===== config.mk =====
export PLATFORM = sky130hd
export DESIGN_NAME = fp_to_int
export DESIGN_NICKNAME = d
export VERILOG_FILES = /design/src/rtl/fp_pkg.sv /design/src/rtl/fp32_unpack.sv /design/src/rtl/fp_to_int.sv
export SDC_FILE = /design/constraint.sdc
export NUM_CORES = 1
export LEC_CHECK = 0
export BUFFER_PORTS_ARGS = -buffer_cell sky130_fd_sc_hd__buf_2
export CAP_MARGIN = 20
export CORE_MARGIN = 10
export CORE_UTILIZATION = 54
export CTS_CLUSTER_DIAMETER = 30
export CTS_CLUSTER_SIZE = 25
export DETAILED_ROUTE_END_ITERATION = 6
export PLACE_DENSITY_LB_ADDON = 0.3
export SLEW_MARGIN = 20
export SYNTH_ARGS = -nofsm -noshare
export SYNTH_HDL_FRONTEND = slang
export SYNTH_HIERARCHICAL = 1
export SYNTH_SLANG_ARGS = --single-unit

===== constraint.sdc =====
create_clock -name clk -period 6.5 [get_ports clk]
set_clock_uncertainty 0.1 [all_clocks]
set_input_delay 0.325 -clock clk [delete_from_list [all_inputs] [get_ports clk]]
set_output_delay 0.325 -clock clk [all_outputs]
set_load 0.005 [all_outputs]

===== src/rtl/fp_pkg.sv =====
// fp_pkg: shared IEEE-754 binary32 field definitions, classification enum and helpers.
package fp_pkg;

    localparam int unsigned FP_W      = 32;
    localparam int unsigned FP_EXP_W  = 8;
    localparam int unsigned FP_MAN_W  = 23;
    localparam int unsigned FP_MANT_W = FP_MAN_W + 1;
    localparam int unsigned FP_BIAS   = 127;
    localparam logic [FP_EXP_W-1:0] EXP_MAX = 8'hFF;

    typedef enum logic [2:0] {
        FP_ZERO,
        FP_NORM,
        FP_DENORM,
        FP_INF,
        FP_NAN
    } fp_class_t;

    typedef struct packed {
        logic                sign;
        logic [FP_EXP_W-1:0] exp;
        logic [FP_MAN_W-1:0] man;
    } fp32_t;

    // Clamp a signed shift distance into the 0..31 range of a 5-bit shifter.
    function automatic logic [4:0] clamp_sh(input logic signed [8:0] v);
        logic [4:0] r;
        if (v < 9'sd0) begin
            r = 5'd0;
        end else if (v > 9'sd31) begin
            r = 5'd31;
        end else begin
            r = v[4:0];
        end
        return r;
    endfunction

endpackage


===== src/rtl/fp32_unpack.sv =====
// fp32_unpack: combinational binary32 field split and classification.
//   i_data      : fp32 word
//   o_sign_c    : sign bit
//   o_class_c   : zero / normal / denormal / inf / nan
//   o_exp_unb_c : unbiased exponent (exp - 127), signed 9 bits
//   o_mant24_c  : mantissa with the hidden one, {1, man}
module fp32_unpack
    import fp_pkg::*;
(
    input  logic [FP_W-1:0]      i_data,
    output logic                 o_sign_c,
    output fp_class_t            o_class_c,
    output logic signed [8:0]    o_exp_unb_c,
    output logic [FP_MANT_W-1:0] o_mant24_c
);

    fp32_t w_f;

    assign w_f         = fp32_t'(i_data);
    assign o_sign_c    = w_f.sign;
    assign o_exp_unb_c = 9'({1'b0, w_f.exp}) - 9'(FP_BIAS);
    assign o_mant24_c  = {1'b1, w_f.man};

    // Classify from the exponent extremes.
    always_comb begin
        o_class_c = FP_NORM;
        if (w_f.exp == '0) begin
            o_class_c = (w_f.man == '0) ? FP_ZERO : FP_DENORM;
        end else if (w_f.exp == EXP_MAX) begin
            o_class_c = (w_f.man == '0) ? FP_INF : FP_NAN;
        end
    end

endmodule


===== src/rtl/fp_to_int.sv =====
// fp_to_int: 3-stage binary32 -> signed OUT_W-bit integer converter,
// round-to-nearest-even, saturating, valid/ready on both sides.
//   clk, rst_n             : clock, async active-low reset
//   in_valid/in_ready      : input handshake, in_data is the fp32 operand
//   out_valid/out_ready    : output handshake
//   out_data               : signed integer result
//   out_inexact/ovf/nan    : result flags (nan > ovf > inexact)
module fp_to_int
    import fp_pkg::*;
#(
    parameter int unsigned OUT_W = 32
) (
    input  logic             clk,
    input  logic             rst_n,
    input  logic             in_valid,
    output logic             in_ready,
    input  logic [FP_W-1:0]  in_data,
    output logic             out_valid,
    input  logic             out_ready,
    output logic [OUT_W-1:0] out_data,
    output logic             out_inexact,
    output logic             out_ovf,
    output logic             out_nan
);

    localparam int unsigned        MAG_W   = OUT_W + 1;
    localparam logic signed [8:0]  E_TOP   = 9'(OUT_W - 1);
    localparam logic signed [8:0]  E_FRAC  = 9'sd23;
    localparam logic [MAG_W-1:0]   MAG_LIM = MAG_W'(1) << (OUT_W - 1);
    localparam logic [OUT_W-1:0]   POS_MAX = {1'b0, {(OUT_W-1){1'b1}}};
    localparam logic [OUT_W-1:0]   NEG_MIN = {1'b1, {(OUT_W-1){1'b0}}};

    // Pipeline registers
    logic                   r_s1_valid;
    logic                   r_s1_sign;
    fp_class_t              r_s1_class;
    logic signed [8:0]      r_s1_exp;
    logic [FP_MANT_W-1:0]   r_s1_mant;

    logic                   r_s2_valid;
    logic                   r_s2_sign;
    logic                   r_s2_nan;
    logic                   r_s2_inf;
    logic                   r_s2_povf;
    logic [MAG_W-1:0]       r_s2_mag;
    logic                   r_s2_g;
    logic                   r_s2_s;

    logic                   r_out_valid;
    logic [OUT_W-1:0]       r_out_data;
    logic                   r_out_inexact;
    logic                   r_out_ovf;
    logic                   r_out_nan;

    // Combinational nets
    logic                   w_s1_adv;
    logic                   w_s2_adv;
    logic                   w_u_sign;
    fp_class_t              w_u_class;
    logic signed [8:0]      w_u_exp;
    logic [FP_MANT_W-1:0]   w_u_mant;

    logic [4:0]             w_lsh;
    logic [4:0]             w_rsh;
    logic [4:0]             w_rsh_m1;
    logic [MAG_W-1:0]       w_a_mag;
    logic                   w_a_g;
    logic                   w_a_s;
    logic                   w_a_povf;

    logic                   w_rnd;
    logic [MAG_W-1:0]       w_mag_r;
    logic                   w_over;
    logic [OUT_W-1:0]       w_res_data;
    logic                   w_res_ovf;
    logic                   w_res_inexact;

    // Backpressure chain: each stage may load when the stage after it frees up.
    assign w_s2_adv = !r_out_valid || out_ready;
    assign w_s1_adv = !r_s2_valid || w_s2_adv;
    assign in_ready = !r_s1_valid || w_s1_adv;

    fp32_unpack u_unpack (
        .i_data      (in_data),
        .o_sign_c    (w_u_sign),
        .o_class_c   (w_u_class),
        .o_exp_unb_c (w_u_exp),
        .o_mant24_c  (w_u_mant)
    );

    // S1: register unpacked fields.
    always_ff @(posedge clk or negedge rst_n) begin
        if (!rst_n) begin
            r_s1_valid <= 1'b0;
            r_s1_sign  <= 1'b0;
            r_s1_class <= FP_ZERO;
            r_s1_exp   <= '0;
            r_s1_mant  <= '0;
        end else if (in_ready) begin
            r_s1_valid <= in_valid;
            if (in_valid) begin
                r_s1_sign  <= w_u_sign;
                r_s1_class <= w_u_class;
                r_s1_exp   <= w_u_exp;
                r_s1_mant  <= w_u_mant;
            end
        end
    end

    // S2 align: integer magnitude plus guard and sticky of the discarded fraction.
    always_comb begin
        w_a_mag  = '0;
        w_a_g    = 1'b0;
        w_a_s    = 1'b0;
        w_a_povf = 1'b0;
        w_lsh    = clamp_sh(r_s1_exp - E_FRAC);
        w_rsh    = clamp_sh(E_FRAC - r_s1_exp);
        w_rsh_m1 = w_rsh - 5'd1;
        if (r_s1_class == FP_NAN || r_s1_class == FP_INF) begin
            w_a_mag = '0;
        end else if (r_s1_class == FP_ZERO || r_s1_class == FP_DENORM) begin
            w_a_s = (r_s1_class == FP_DENORM);
        end else if (r_s1_exp > E_TOP) begin
            w_a_povf = 1'b1;
        end else if (r_s1_exp >= E_FRAC) begin
            w_a_mag = MAG_W'({40'd0, r_s1_mant} << w_lsh);
        end else if (r_s1_exp >= 9'sd0) begin
            // w_rsh is 1..23 here, so w_rsh_m1 indexes the first discarded bit
            w_a_mag = MAG_W'(r_s1_mant >> w_rsh);
            w_a_g   = |(r_s1_mant & (24'd1 << w_rsh_m1));
            w_a_s   = |(r_s1_mant & ((24'd1 << w_rsh_m1) - 24'd1));
        end else if (r_s1_exp == -9'sd1) begin
            w_a_g = 1'b1;
            w_a_s = |r_s1_mant[FP_MAN_W-1:0];
        end else begin
            w_a_s = 1'b1;
        end
    end

    always_ff @(posedge clk or negedge rst_n) begin
        if (!rst_n) begin
            r_s2_valid <= 1'b0;
            r_s2_sign  <= 1'b0;
            r_s2_nan   <= 1'b0;
            r_s2_inf   <= 1'b0;
            r_s2_povf  <= 1'b0;
            r_s2_mag   <= '0;
            r_s2_g     <= 1'b0;
            r_s2_s     <= 1'b0;
        end else if (w_s1_adv) begin
            r_s2_valid <= r_s1_valid;
            if (r_s1_valid) begin
                r_s2_sign <= r_s1_sign;
                r_s2_nan  <= (r_s1_class == FP_NAN);
                r_s2_inf  <= (r_s1_class == FP_INF);
                r_s2_povf <= w_a_povf;
                r_s2_mag  <= w_a_mag;
                r_s2_g    <= w_a_g;
                r_s2_s    <= w_a_s;
            end
        end
    end

    // S3 round to nearest even; the extra magnitude bit keeps the carry visible.
    assign w_rnd   = r_s2_g && (r_s2_s || r_s2_mag[0]);
    assign w_mag_r = r_s2_mag + MAG_W'(w_rnd);
    // -2^(OUT_W-1) is representable, +2^(OUT_W-1) is not.
    assign w_over  = r_s2_sign ? (w_mag_r > MAG_LIM) : (w_mag_r >= MAG_LIM);

    always_comb begin
        w_res_data    = '0;
        w_res_ovf     = 1'b0;
        w_res_inexact = 1'b0;
        if (r_s2_nan) begin
            w_res_data = '0;
        end else if (r_s2_inf || r_s2_povf || w_over) begin
            w_res_ovf  = 1'b1;
            w_res_data = r_s2_sign ? NEG_MIN : POS_MAX;
        end else begin
            w_res_inexact = r_s2_g || r_s2_s;
            w_res_data    = r_s2_sign ? OUT_W'(-w_mag_r) : w_mag_r[OUT_W-1:0];
        end
    end

    always_ff @(posedge clk or negedge rst_n) begin
        if (!rst_n) begin
            r_out_valid   <= 1'b0;
            r_out_data    <= '0;
            r_out_inexact <= 1'b0;
            r_out_ovf     <= 1'b0;
            r_out_nan     <= 1'b0;
        end else if (w_s2_adv) begin
            r_out_valid <= r_s2_valid;
            if (r_s2_valid) begin
                r_out_data    <= w_res_data;
                r_out_inexact <= w_res_inexact;
                r_out_ovf     <= w_res_ovf;
                r_out_nan     <= r_s2_nan;
            end
        end
    end

    assign out_valid   = r_out_valid;
    assign out_data    = r_out_data;
    assign out_inexact = r_out_inexact;
    assign out_ovf     = r_out_ovf;
    assign out_nan     = r_out_nan;

endmodule

[Word level (Yosys, flattened, before mapping)]
Cells that the tools add are included.
Cells by class
  magnitude comparators: 9
  reductions and logical operators: 22
  multiplexer cells: 37
  shift-type cells: 3
  bitwise operators: 2
  equality and inequality tests: 5
  add/sub/neg operators: 7
Operators by type and width (number)
  $mux W33: 5
  $mux W32: 4
  $and A24 B24 Y24: 2
  $reduce_or A24 Y1: 2
  $add A33 B1 Y33: 1
  $ge A33 B32 Y1 const B: 1
  $gt A33 B32 Y1 const B: 1
  $shl A24 B5 Y33: 1
  $shr A24 B5 Y33: 1
  $neg A32 Y32: 1
  $gt A9 B6 Y1 const B: 3
  $shl A1 B5 Y24 const A: 1
  $sub A24 B1 Y24 const B: 1
  $logic_not A23 Y1: 1
  $reduce_or A23 Y1: 1
  $mux W1: 20
  $mux W5: 4
  $lt A9 B1 Y1 const B: 2
  $eq A9 B1 Y1 const B: 1
  $ge A9 B1 Y1 const B: 1
  $ge A9 B6 Y1 const B: 1
  $logic_or A1 B1 Y1: 9
  $mux W3: 3
  $sub A6 B9 Y9 const A: 1
  12 further kinds: 17
Word-level totals
  output and inout port bits: 37
  logic and storage cells: 103
  bits in registers: 114

[Longest topological paths before layout]
  word-level depth: 14
  gate-level depth with buffers: 26

[By module]
Netlist, hierarchy kept.
By module, submodules not included
  fp_to_int: times used 1, sequential area each 2852.7 sq um, area each 10731.5 sq um, cells an instance 1369
  fp32_unpack: times used 1, sequential area each 0.0 sq um, area each 422.9 sq um, cells an instance 61

[Least setup slack after synthesis]
Ideal clock, no wire load.
  path type: register to register
  start point: reg r_s1_exp[3]
  end point: reg r_s2_s
  setup slack: 0.558 ns
  arrival time: 5.713 ns
  buffers on the path: 6
  cell stages (with the launch flop): 27
  library setup time: 0.129 ns
  path through: dfrtp_1 -> clkbuf_1 -> clkbuf_1 -> inv_1 -> ha_1 -> clkbuf_1 -> nand3_1 -> a222oi_1 -> and2_0 -> buf_2 -> nand2_1 -> nand2_1 -> clkbuf_1 -> ha_1 -> buf_1 -> nand2b_1 -> mux2i_1 -> nand3_2 -> nor2_1 -> nand2_1 -> ha_1 -> and2_1 -> a21o_1 -> a222oi_1 -> o2111ai_1 -> a221oi_1 -> a21oi_1
Between the ends
  longest elaborated chain between the ends: 14
  elaborated cells between the ends (all ways): 20
Ends and longest elaborated chain
  start, declared: line fp_to_int.sv:37  | logic signed [8:0] r_s1_exp;
  start signal, assigned: line fp_to_int.sv:104  | r_s1_exp <= w_u_exp;
  $sub A6 B9 Y9: line fp_to_int.sv:117  | w_rsh = clamp_sh(E_FRAC - r_s1_exp);
  $gt A9 B6 Y1: line fp_pkg.sv:30  | end else if (v > 9'sd31) begin
  $mux W5: line fp_pkg.sv:30
  $mux W5: line fp_pkg.sv:28  | if (v < 9'sd0) begin
  $sub A5 B1 Y5: line fp_to_int.sv:118  | w_rsh_m1 = w_rsh - 5'd1;
  $shl A1 B5 Y24: line fp_to_int.sv:131  | w_a_s = |(r_s1_mant & ((24'd1 << w_rsh_m1) - 24'd1));
  $sub A24 B1 Y24: line fp_to_int.sv:131
  $and A24 B24 Y24: line fp_to_int.sv:131
  $reduce_or A24 Y1: line fp_to_int.sv:131
  $mux W1: line fp_to_int.sv:127  | end else if (r_s1_exp >= 9'sd0) begin
  $mux W1: line fp_to_int.sv:125  | end else if (r_s1_exp >= E_FRAC) begin
  $mux W1 (*): line fp_to_int.sv:123  | end else if (r_s1_exp > E_TOP) begin
  $mux W1 (*): line fp_to_int.sv:121  | end else if (r_s1_class == FP_ZERO || r_s1_class == FP_DENORM) begin
  $mux W1 (*): line fp_to_int.sv:119  | if (r_s1_class == FP_NAN || r_s1_class == FP_INF) begin
  end signal, assigned: line fp_to_int.sv:159  | r_s2_s <= w_a_s;
  end, declared: line fp_to_int.sv:47  | logic r_s2_s;
Mark *: on every way between the ends. The rest lies on a longest branch, timed or not.
A chain may end at the register's enable or synchronous reset.

[Worst setup path in the final report]
Ends and elaborated chain as after synthesis.

==> flow_metrics.env <==
export IMPL_outcome="complete, no violations"
export IMPL_cts_buffer_depth=2
export IMPL_reg2regPathDepth=20
export IMPL_ys_warn_count=6
export IMPL_min_path_type="primary input to flip-flop"
export IMPL_num_rows=52
export IMPL_critical_path_arrival_ns=6.07
export IMPL_drv_cap=0
export IMPL_cts_made_buffers=17
export IMPL_multi_input_area_mm2=0.007609
export IMPL_syn2layout_area_growth_pct=7.650
export IMPL_grt_pass1_vias=10780
export IMPL_relSlewSlack_pct=26.83
export IMPL_vdd_drop_max_mv=0.1892
export IMPL_hold_viol_final=0
export IMPL_grt_max_degree=68
export IMPL_synth_edf_count=0
export IMPL_r2r_end="r_s2_s"
export IMPL_grt_usage_pct=27.59
export IMPL_async_flop_share_pct=100.0
export IMPL_synth_cells=1430
export IMPL_ys_seq_area_share_pct=25.57
export IMPL_cts_setup_buffers=0
export IMPL_fmax_ghz=0.1704
export IMPL_ctsHtreeMaxLevel=4
export IMPL_hpwl_um=28070
export IMPL_layout_common_cells="nand2_1 (179), dfrtp_1 (114), mux2i_1 (103)"
export IMPL_holdCritStartpoint="in_data[31]"
export IMPL_initial_core_util_pct=54.95
export IMPL_final_cells=1689
export IMPL_p_leak_nw=4.893
export IMPL_syn_avg_cell_area_um2=7.800
export IMPL_dp_cells=1655
export IMPL_clk_latency_ns=0.44
export IMPL_dieArea_mm2=0.02681
export IMPL_routedWlPerCell_um=22.50
export IMPL_seq_area_mm2=0.002853
export IMPL_fillers=1899
export IMPL_holdPathStages=2
export IMPL_ys_types=95
export IMPL_rr_startpoint="r_s1_exp[3]"
export IMPL_clkSinkCount=114
export IMPL_report_final_slew_viol_count=0
export IMPL_vias=11420
export IMPL_wirelength_um=38000
export IMPL_die_y_um=163.7
export IMPL_required_ns=6.71
export IMPL_finalNetCount=1454
export IMPL_first_pass_iters=6
export IMPL_post_drt_via_cell_ratio=6.763
export IMPL_end_kind="flip-flop"
export IMPL_ioPinCount=73
export IMPL_cts_root_buf="clkbuf_16"
export IMPL_tritoncts="done"
export IMPL_r2r_setup_slack_ns=0.63
export IMPL_portBuffers=72
export IMPL_worst_pin_slew_ns=1.090
export IMPL_final_layout_size_suffix_gt1_share_pct=15.22
export IMPL_antenna_found_initial=0
export IMPL_fin_crit_ns=5.867
export IMPL_clk_transition_reported_paths_ns=0.07
export IMPL_startpoint_type="flip-flop"
export IMPL_ant_nets=0
export IMPL_rsz0062_at_grt="no"
export IMPL_core_area_mm2=0.02030
export IMPL_final_setup_viol_count=0
export IMPL_tns_ns=0
export IMPL_remaining_drc_errors=0
export IMPL_die_x_um=163.7
export IMPL_antennaDiodeCount=0
export IMPL_final_common_cell="nand2_1"
export IMPL_whs_ns=0.02664
export IMPL_critPathKind="flip-flop to flip-flop"
export IMPL_syn_area_mm2=0.01115
export IMPL_cts_repair_resize_count=0
export IMPL_gp_congestion=0.9815
export IMPL_whs_endpoint="r_s1_sign"
export IMPL_syn_nets=1478
export IMPL_ys_seq_elements=114
export IMPL_period_share_pct=90.27
export IMPL_power_density_mw_per_mm2=387.9
export IMPL_grt_overflow_total=0
export IMPL_cp_max_fo=20
export IMPL_grt_pass1_wl_um=59660
export IMPL_drt_iter0_drc=1517
export IMPL_synth_ff_type="dfrtp_1"
[worst max-delay path, cell delays in order (launching register included)]
cell and delay (ns):
dfrtp_1 0.75, inv_1 0.20, ha_1 0.54, nand3_1 0.14, a222oi_1 0.44, buf_4 0.31
a31oi_4 0.11, nor2_1 0.23, ha_1 0.33, nand2b_1 0.09, mux2i_1 0.37, nand3_2 0.21
nor2_1 0.31, nand2_1 0.13, ha_1 0.34, and2_1 0.20, a21o_1 0.15, a222oi_1 0.29
o2111ai_1 0.16, a221oi_1 0.23, a21oi_1 0.11
[routing by layer]
| metal | share of wire [%] | global-route usage (%) |
|---|---|---|
| met1 | 43 | 36.08 |
| met2 | 46 | 44.40 |
| met3 | 8.0 | 4.756 |
| met4 | 3.3 | 11.09 |
| met5 | 0 | 0 |
[timing repair]
| action | 4_1_cts | 5_1_grt |
|---|---|---|
| setup endpoints to repair | 0 | 0 |
| endpoints found under the hold margin | 48 | 0 |
| hold buffers | 2 | 0 |
[cells by family after synthesis]
kind of cell	count (synthesis)	synth area share, %
and+or+nand+nor	535	23.86
AOI/OAI and AO/OA	388	23.00
buffers and inverters	162	6.674
muxes	154	14.49
DFF	114	25.57
xor gates and xnor gates	64	5.025
adders and majority gates	12	1.346
other	1	0.03362
[metrics by stage]
stage,util [%],area (um^2),power [mW],setup WS (ns)
global route,59.15,12010,4.931,0.01557
floorplan,-,11150,2.910,0.5580
detailed placement,56.31,11430,3.675,0.7450
global placement,56.31,11430,3.654,0.8733
CTS,59.12,12000,4.583,0.7296
finish,59.15,12010,4.658,0.6326
[power by group]
group	total, mW	switching [mW]	internal (mW)
Combinational	2.56	1.59	0.962
Clock	0.906	0.406	0.499
Sequential	1.20	0.294	0.902
Total	4.66	2.29	2.36
[cells in the mapped netlist, types with 4 or more instances]
cell type | n | share of area [%]
nor4b_1 | 5 | 0.39
xor2_1 | 24 | 1.9
a21o_1 | 9 | 0.61
mux2i_1 | 103 | 9.2
nand4_1 | 28 | 1.6
xnor2_1 | 40 | 3.1
or3_1 | 7 | 0.39
a31oi_1 | 25 | 1.4
a311oi_1 | 7 | 0.55
o21a_1 | 7 | 0.47
buf_2 | 18 | 0.81
dfrtp_1 | 114 | 26
or2_2 | 4 | 0.22
mux2_2 | 50 | 5.0
o311ai_0 | 5 | 0.39
and4_1 | 10 | 0.79
a221o_1 | 12 | 1.1
a22oi_1 | 9 | 0.61
buf_1 | 13 | 0.44
buf_4 | 26 | 1.7
o41ai_1 | 4 | 0.31
nor2b_1 | 12 | 0.67
a21oi_1 | 100 | 4.5
clkbuf_1 | 84 | 2.8
nor3_1 | 40 | 1.8
and3_1 | 15 | 0.84
a221oi_1 | 7 | 0.55
nor4_1 | 20 | 1.1
and2_1 | 11 | 0.62
o211ai_1 | 6 | 0.40
a211oi_1 | 26 | 1.7
nand2_1 | 180 | 6.1
o31ai_1 | 12 | 0.81
inv_1 | 15 | 0.50
o22ai_1 | 11 | 0.62
a222oi_1 | 8 | 0.72
nor2_1 | 94 | 3.2
nand2b_1 | 14 | 0.79
ha_1 | 12 | 1.3
nand3_1 | 66 | 3.0
o21ai_0 | 88 | 3.9
a311o_1 | 4 | 0.36
[layout make-up]
type | count | area share, %
clock inverters | 14 | 1.021
multi-input cells | 1154 | 63.36
flip-flops and latches | 114 | 23.76
clock buffers | 18 | 3.574
well taps | 270 | 2.813
inverters | 17 | 0.5314
repair buffers | 102 | 4.939
[registers in the layout, indices dropped and copies added (netlist names), 3 cells and up]
name        count
out_data       32
r_s1_class      3
r_s1_exp        9
r_s1_mant      24
r_s2_mag       33
[how the worst max path moves through the flow]
stage	from	endpoint	slack (ns)	cells after the start
global placement	r_s1_exp[3]	r_s2_s	0.87	20
floorplan	r_s1_exp[3]	r_s2_s	0.56	26
detailed placement	r_s1_exp[3]	r_s2_s	0.75	20
finish	r_s1_exp[3]	r_s2_s	0.63	20
CTS	r_s1_exp[3]	r_s2_s	0.73	20
global route	r_s1_exp[3]	r_s2_s	0.02	20
(Power assumes the default switching activity.)
